==> config.mk <==
export PLATFORM = sky130hd
export DESIGN_NAME = pcu_ctrl
export DESIGN_NICKNAME = d
export VERILOG_FILES = /design/src/rtl/pcu_pkg.sv /design/src/rtl/pcu_bus_fsm.sv /design/src/rtl/pcu_ctrl.sv
export SDC_FILE = /design/constraint.sdc
export NUM_CORES = 1
export LEC_CHECK = 0
export BUFFER_PORTS_ARGS = -buffer_cell sky130_fd_sc_hd__buf_2
export CAP_MARGIN = 30
export CORE_ASPECT_RATIO = 0.75
export CORE_UTILIZATION = 30
export CTS_BUF_LIST = sky130_fd_sc_hd__clkbuf_4 sky130_fd_sc_hd__clkbuf_8 sky130_fd_sc_hd__clkbuf_16
export DETAILED_ROUTE_END_ITERATION = 10
export GPL_ROUTABILITY_DRIVEN = 1
export PLACE_DENSITY = 0.54
export SLEW_MARGIN = 0
export SYNTH_ARGS = -nofsm -noshare
export SYNTH_HDL_FRONTEND = slang
export SYNTH_SLANG_ARGS = --single-unit
==> constraint.sdc <==
create_clock -name clock -period 1.7 [get_ports clock]
set_clock_uncertainty 0.1 [all_clocks]
set_input_delay 0.255 -clock clock [delete_from_list [all_inputs] [get_ports clock]]
set_output_delay 0.255 -clock clock [all_outputs]
set_load 0.02 [all_outputs]
==> src/rtl/pcu_pkg.sv <==
// Shared definitions for the program control unit: bus source select
// codes, bus handshake FSM states and the datapath width.
package pcu_pkg;

   localparam int PC_W = 8;

   typedef enum logic [2:0] {
      SEL_MDR  = 3'd0,
      SEL_PC   = 3'd1,
      SEL_ALU  = 3'd2,
      SEL_MEM  = 3'd3,
      SEL_ZERO = 3'd4
   } mux_sel_e;

   typedef enum logic [1:0] {
      IDLE   = 2'd0,
      ACCESS = 2'd1,
      DONE   = 2'd2
   } bus_state_e;

endpackage

==> src/rtl/pcu_bus_fsm.sv <==
// Memory handshake FSM for the program control unit. Runs one access per
// C6 pulse, counts wait states, flags a sticky timeout and holds the
// datapath (stall) from the first access cycle through the turnaround.
module pcu_bus_fsm
   import pcu_pkg::*;
#(
   parameter int MAX_WAIT = 4
) (
   input  logic clock,
   input  logic reset,
   input  logic C6,
   input  logic mem_we_sel,
   input  logic mem_ready,
   output logic mem_req,
   output logic mem_we,
   output logic stall,
   output logic bus_err,
   output logic mdr_load
);

   localparam logic [3:0] WAIT_LIMIT = 4'(MAX_WAIT);

   bus_state_e state;
   logic [3:0] wait_cnt;

   // Handshake sequencing: all outputs except the MDR capture strobe are
   // registered alongside the state so they change only on clock edges
   // (or immediately on reset).
   always_ff @(posedge clock or negedge reset) begin
      if (!reset) begin
         state    <= IDLE;
         mem_req  <= 1'b0;
         mem_we   <= 1'b0;
         stall    <= 1'b0;
         bus_err  <= 1'b0;
         wait_cnt <= 4'd0;
      end else begin
         case (state)
            IDLE: begin
               if (C6) begin
                  state    <= ACCESS;
                  mem_req  <= 1'b1;
                  mem_we   <= mem_we_sel;
                  stall    <= 1'b1;
                  wait_cnt <= 4'd0;
               end
            end
            ACCESS: begin
               if (mem_ready) begin
                  state   <= DONE;
                  mem_req <= 1'b0;
               end else if (wait_cnt + 4'd1 == WAIT_LIMIT) begin
                  state    <= DONE;
                  mem_req  <= 1'b0;
                  bus_err  <= 1'b1;
                  wait_cnt <= wait_cnt + 4'd1;
               end else begin
                  wait_cnt <= wait_cnt + 4'd1;
               end
            end
            DONE: begin
               state  <= IDLE;
               stall  <= 1'b0;
               mem_we <= 1'b0;
            end
            default: begin
               state   <= IDLE;
               mem_req <= 1'b0;
               stall   <= 1'b0;
            end
         endcase
      end
   end

   // Read data is captured on the edge that completes a read access.
   assign mdr_load = (state == ACCESS) && mem_ready && !mem_we;

endmodule

==> src/rtl/pcu_ctrl.sv <==
// Program control unit top: PC, MAR, MDR and the TDB source mux, with
// the memory handshake delegated to pcu_bus_fsm.
// Optional macro PCU_COND_BRANCH_EN: C1 loads the PC only when zero_flag
// is set; otherwise a C1 request falls back to a plain increment.
module pcu_ctrl
   import pcu_pkg::*;
#(
   parameter logic [PC_W-1:0] PC_RESET = 8'h00,
   parameter int              MAX_WAIT = 4
) (
   input  logic            clock,
   input  logic            reset,
   input  logic            C0,
   input  logic            C1,
   input  logic            C5,
   input  logic            C6,
   input  logic            mem_we_sel,
   input  logic [2:0]      mux_sel,
   input  logic [PC_W-1:0] alu_out,
   input  logic            zero_flag,
   input  logic [PC_W-1:0] mem_rdata,
   input  logic            mem_ready,
   output logic [PC_W-1:0] TDB,
   output logic [PC_W-1:0] mem_addr,
   output logic [PC_W-1:0] mem_wdata,
   output logic            mem_req,
   output logic            mem_we,
   output logic            stall,
   output logic            bus_err,
   output logic [PC_W-1:0] PC
);

   logic [PC_W-1:0] mar;
   logic [PC_W-1:0] mdr;
   logic            mdr_load;

   pcu_bus_fsm #(
      .MAX_WAIT (MAX_WAIT)
   ) u_bus_fsm (
      .clock      (clock),
      .reset      (reset),
      .C6         (C6),
      .mem_we_sel (mem_we_sel),
      .mem_ready  (mem_ready),
      .mem_req    (mem_req),
      .mem_we     (mem_we),
      .stall      (stall),
      .bus_err    (bus_err),
      .mdr_load   (mdr_load)
   );

   // Internal data bus source select; unused codes drive zero.
   always_comb begin
      TDB = '0;
      case (mux_sel_e'(mux_sel))
         SEL_MDR: TDB = mdr;
         SEL_PC:  TDB = PC;
         SEL_ALU: TDB = alu_out;
         SEL_MEM: TDB = mem_rdata;
         default: TDB = '0;
      endcase
   end

`ifdef PCU_COND_BRANCH_EN
   // Program counter: a load only happens on a taken branch (zero_flag);
   // an untaken C1 or a plain C0 advances to the next instruction.
   always_ff @(posedge clock or negedge reset) begin
      if (!reset) begin
         PC <= PC_RESET;
      end else if (!stall) begin
         if (C1 && zero_flag) begin
            PC <= TDB;
         end else if (C1 || C0) begin
            PC <= PC + 8'd1;
         end
      end
   end
`else
   logic unused_zero_flag;
   assign unused_zero_flag = zero_flag;

   // Program counter: load from TDB wins over increment; frozen in stall.
   always_ff @(posedge clock or negedge reset) begin
      if (!reset) begin
         PC <= PC_RESET;
      end else if (!stall) begin
         if (C1) begin
            PC <= TDB;
         end else if (C0) begin
            PC <= PC + 8'd1;
         end
      end
   end
`endif

   // Memory address register, frozen while an access is in flight.
   always_ff @(posedge clock or negedge reset) begin
      if (!reset) begin
         mar <= '0;
      end else if (C5 && !stall) begin
         mar <= TDB;
      end
   end

   // Memory data register, written only by a completed read.
   always_ff @(posedge clock or negedge reset) begin
      if (!reset) begin
         mdr <= '0;
      end else if (mdr_load) begin
         mdr <= mem_rdata;
      end
   end

   assign mem_addr  = mar;
   assign mem_wdata = mdr;

endmodule

======== After elaboration in Yosys (flattened, before gate mapping) ========
Cells that the tools add are included.
operators by class
  add/sub/neg operators ................... 2
  eq/ne operators ......................... 9
  muxes and demuxes ....................... 17
  bitwise gates (word level) .............. 4
  reductions and logical operators ........ 17
operators by type and width
  kind                   count
  $pmux W8 S4            1
  $mux W8                2
  $reduce_and A3 Y1      3
  $add A8 B1 Y8 const B  1
  $mux W4                2
  $pmux W4 S2            1
  $reduce_and A2 Y1      4
  $eq A3 B2 Y1 const B   2
  $mux W2                3
  $reduce_bool A2 Y1     3
  $add A4 B1 Y4 const B  1
  $eq A4 B3 Y1 const B   1
  $mux W1                4
  $ne A2 B2 Y1 const B   2
  $not A1 Y1             4
  $pmux W1 S2            2
  $pmux W2 S2            1
  $eq A3 B1 Y1 const B   1
  $logic_and A1 B1 Y1    3
  $logic_not A3 Y1       1
  $ne A3 B2 Y1 const B   1
  $pmux W1 S3            1
  $eq A2 B1 Y1 const B   1
  $eq A2 B2 Y1 const B   1
  other kinds (2)        3
storage, ports and cells
  register bits after elaboration ......... 34
  output and inout bits ................... 36
  logic and storage cells ................. 58

======== Depth between registers and ports, before layout ========
  depth in word-level cells ............... 5
  depth in mapped cells ................... 5

======== Cells and area by module ========
Synthesis repeated with hierarchy kept, for this count alone.
second synthesis, totals
  cells, all modules ...................... 174
  area total of the unflattened synthesis .. 1889.3 µm²
by module, submodules not included
  module       instances  cells an instance  area each (µm²)  seq. area each (µm²)
  pcu_ctrl     1          121                1340.0           600.6
  pcu_bus_fsm  1          53                 549.3            250.2

======== Worst setup path before layout ========
OpenSTA, ideal clock, no wires.
  path kind ............................... flip-flop to flip-flop
  from .................................... register PC[4]
  to ...................................... register mar[4], in the netlist mem_addr[4]
  setup time .............................. 0.125 ns
  arrival ................................. 1.376 ns
  setup slack ............................. 0.100 ns
  stages on the path, launching flop included .. 4
  period minus slack after synthesis ...... 1.600 ns
  cell sequence ........................... dfrtp_1 -> mux4_2 -> nor2b_4 -> mux2_2
between the ends
  longest elaborated chain between the ends .. 1
ends and longest elaborated chain
  element                 RTL line         source
  from (decl)             pcu_ctrl.sv:30   output logic [PC_W-1:0] PC
  from (signal assigned)  pcu_ctrl.sv:90   PC <= PC + 8'd1;
  $pmux W8 S4             pcu_ctrl.sv:55   case (mux_sel_e'(mux_sel))
  net TDB[4]              pcu_ctrl.sv:23   output logic [PC_W-1:0] TDB,
  to (signal assigned)    pcu_ctrl.sv:99   mar <= '0;
  to (signal assigned)    pcu_ctrl.sv:101  mar <= TDB;
  to (decl)               pcu_ctrl.sv:33   logic [PC_W-1:0] mar;
The timed path passes the listed nets, and every way through them passes these cells.
A chain may end at the register's enable or synchronous reset.

======== Worst setup path after layout ========
  from .................................... register PC[1]
  to ...................................... output port TDB[1]
between the ends
  longest elaborated chain between the ends .. 1
ends and longest elaborated chain
  element      RTL line
  $pmux W8 S4  pcu_ctrl.sv:55
  to (decl)    pcu_ctrl.sv:23
No other way between the ends.

==> summary.md <==
| Metric | Value |
|---|---|
| Status | finished, violations left |
| Failing checks | setup timing |
| Min Clock Period, post-route | 1.817 ns |
| PD cells | 1668 nW/um^2 |
| Chip Width | 92.78 um |
| Worst setup path class | reg -> out |
| Global-route wire length before repair | 8528 um |
| Maximum level of the CTS H-tree | 2 |
| Synth Area in Compound Gates | 0.1181 |
| Unrepaired setup endpoints after global routing | true |
| Num CTS Buffers | 5 |
| Synth Register Bits | 34 |
| N_diodes | 0 |
| Largest family of logic cells by synthesized area | simple AND/OR/NAND/NOR gates |
| Mux share of post-synthesis cell area | 0.1667 |
| Drt initial violations | 132 |
| Die Ht | 70.09 um |
| Clock slew at reported path FFs | 0.07 ns |
| Post-synth top area cell | dfrtp_1 |
| Max Fanout on Critical Path | 2 |
| Syn Area/Cell | 10.84 sq um |
| Area grow syn2layout | 48.18% |
| DR pass1 iterations | 4 |
| Placed inst area | 2447 sq um |
| IR drop worst, VDD | 751.9 uV |
| CTS Sinks | 34 |
| EDFF count, synth | 0 |
| Ranking of synthesized cells by area | dfrtp_1 46%, mux4_1 7.1%, mux2_2 6.1% |
| Total grt overflow | 0 |
| Syn_nets | 202 |
| Final setup fails | 9 |
| Vias/cell | 4.813 |
| Nets | 306 |
| Crit. End Element | output port |
| Leakage | 1.316 nW |
| FMAX | 550.5 MHz |
| Synth Cell Area | 1854 sq um |
| Final WS setup | -0.1166 ns |
| Layout cells sized above 1 | 0.5127 |
| Vias in the first global route | 1624 |
| Routability Congestion | 0.8671 |
| Synth Area in XOR/XNOR | 0.009447 |
| FP Rows | 24 |
| Worst setup SP type | register |
| Die area | 6502 sq um |
| Worst-Margin Slew | 0.6113 ns |
| Final period utilization | 1.069 |
| Design Area, Final | 2748 sq um |
| Dpl hpwl | 3928 um |
| Io pins | 64 |
| Top_reg_cell synth | dfrtp_1 |
| Synth Area in Adders | 0.02024 |
| Clk Latency, worst-skew pair | 0.28 ns |
| Post-Syn Instances | 171 |
| IO buf count | 62 |
| Vias | 1699 |
| Avg WL per Cell | 14.72 um |
| WP data required | 1.34 ns |
| R2R Setup Slk | -0.01 ns |
| Final wirelength | 5197 um |
| DRC viols | 0 |
| Async SR Flop Fraction | 1.000 |
| Worst min path class | in -> reg |
| Slew Limit Headroom | 0.5916 |
| Synth top area share | 0.4588 |
| Sequential-to-total area share from yosys stat | 0.4588 |
| CTS tree | yes |
| Root Driver | clkbuf_8 |
| Tot GR Track Use | 0.1720 |
| Largest net degree at the start of global routing | 21 |
| Starting density of the core | 0.3151 |
| Routed Antenna Nets | 0 |
| Synth Warn # | 0 |
| Yosys cell types | 44 |
| Endpoints failing hold | 0 |
| Setup TNS | -0.6793 ns |
| Core area | 5886 sq um |
| Max Cap Violations | 0 |
| Post-synthesis simple-gate area fraction | 0.1937 |
| Arrival time worst endpoint | 1.46 ns |
| Top cells by count, synth | 34 x dfrtp_1, 17 x nand2_1, 13 x o21ai_0 |
| Top-count cell post-synth | dfrtp_1 |
| Antenna violations before repair | 0 |
| Max Transition Viols Final | 0 |
| CTS Buffer Depth | 2 |
==> registers in the layout, summed over array words and instances (netlist names) <==
register	flops
u_bus_fsm.bus_err	1
u_bus_fsm.wait_cnt	4
mem_wdata	8
u_bus_fsm.state	2
u_bus_fsm.mem_req	1
mem_addr	8
PC	8
u_bus_fsm.mem_we	1
u_bus_fsm.stall	1
==> report_power, final <==
group	switching, W	internal [W]	total (W)
Clock	0.000285	0.000314	0.000599
Sequential	0.000270	0.00117	0.00144
Combinational	0.00135	0.00119	0.00254
==> area by class of cell <==
cell class              instances  area [sq um]
clock buffers                   7         83.83
multi-input cells             124         982.2
repair buffers                103         706.9
inverters                       7         26.28
fillers                       599          3138
well taps                      78         97.59
flip-flops and latches         34         850.8
==> metal layers <==
metal  GRT usage  vias to the layer above  part of all wire
met3     0.04248                        4             0.058
li1            -                      840                 -
met1      0.2735                      803              0.54
met5           0                        -                 0
met2      0.2263                       52              0.39
met4     0.04615                        0             0.012
==> cell usage in the layout, fill, tap and decap left out, types with 2 or more instances in the layout <==
| cell type | instances |
|---|---|
| a211oi_1 | 2 |
| a21oi_1 | 5 |
| a32oi_1 | 2 |
| buf_12 | 2 |
| buf_2 | 54 |
| buf_4 | 35 |
| buf_6 | 11 |
| clkbuf_4 | 2 |
| clkbuf_8 | 5 |
| dfrtp_1 | 34 |
| ha_1 | 2 |
| inv_1 | 5 |
| inv_2 | 2 |
| mux2_2 | 9 |
| mux2i_1 | 2 |
| mux4_2 | 7 |
| nand2_1 | 17 |
| nand2b_1 | 7 |
| nand3_1 | 3 |
| nand3b_1 | 2 |
| nand4_1 | 2 |
| nor2_1 | 10 |
| nor2b_1 | 7 |
| nor3_1 | 5 |
| nor4_1 | 2 |
| o21ai_0 | 10 |
| o21ai_1 | 2 |
| o21ai_2 | 2 |
==> repair_timing <==
item	CTS	global route
resized for setup	39	4
endpoints found under the hold margin	14	0
hold buffers	1	0
pin swaps	4	1
endpoints found under the setup margin	8	15
setup buffers	17	0
==> stage by stage <==
stage	hold slack, ns	util	total power [W]	setup slack, ns	instances
after floorplan	-0.1406	-	0.002725	0.09959	171
after global placement	0.09961	0.4158	0.003665	-0.05257	331
after detailed placement	0.1039	0.4158	0.003687	-0.05457	331
after CTS	0.1140	0.4668	0.004600	-0.1269	355
after global routing	0.1176	0.4668	0.004920	-0.1702	353
final	0.1172	0.4668	0.004583	-0.1166	353
==> path summary, 6_finish.rpt <==
kind / endpoint / startpoint / cells past startpoint
worst max-delay path: TDB[1] / PC[1] / 4
worst min-delay path: mem_wdata[4] / mem_rdata[4] / 2
worst max register to register: mem_addr[1] / PC[1] / 8
worst min register to register: mem_addr[2] / mem_addr[2] / 2
max in group asynchronous: mem_addr[1] / reset / 3
min in group asynchronous: mem_wdata[1] / reset / 2
==> cells by family after synthesis <==
kind of cell | Yosys count
buffers and inverters | 13
adder cells (fa/ha/maj) | 3
AO/OA/AOI/OAI | 35
multiplexers | 19
XOR/XNOR | 2
flip-flops | 34
AND/OR/NAND/NOR | 65
==> worst max-delay path: stages (launching register included) <==
cell and delay (ns):
dfrtp_1 0.39, mux4_2 0.48, nand2b_1 0.13, inv_1 0.06
buf_6 0.12
No activity file was read; power rests on OpenSTA's default activity.
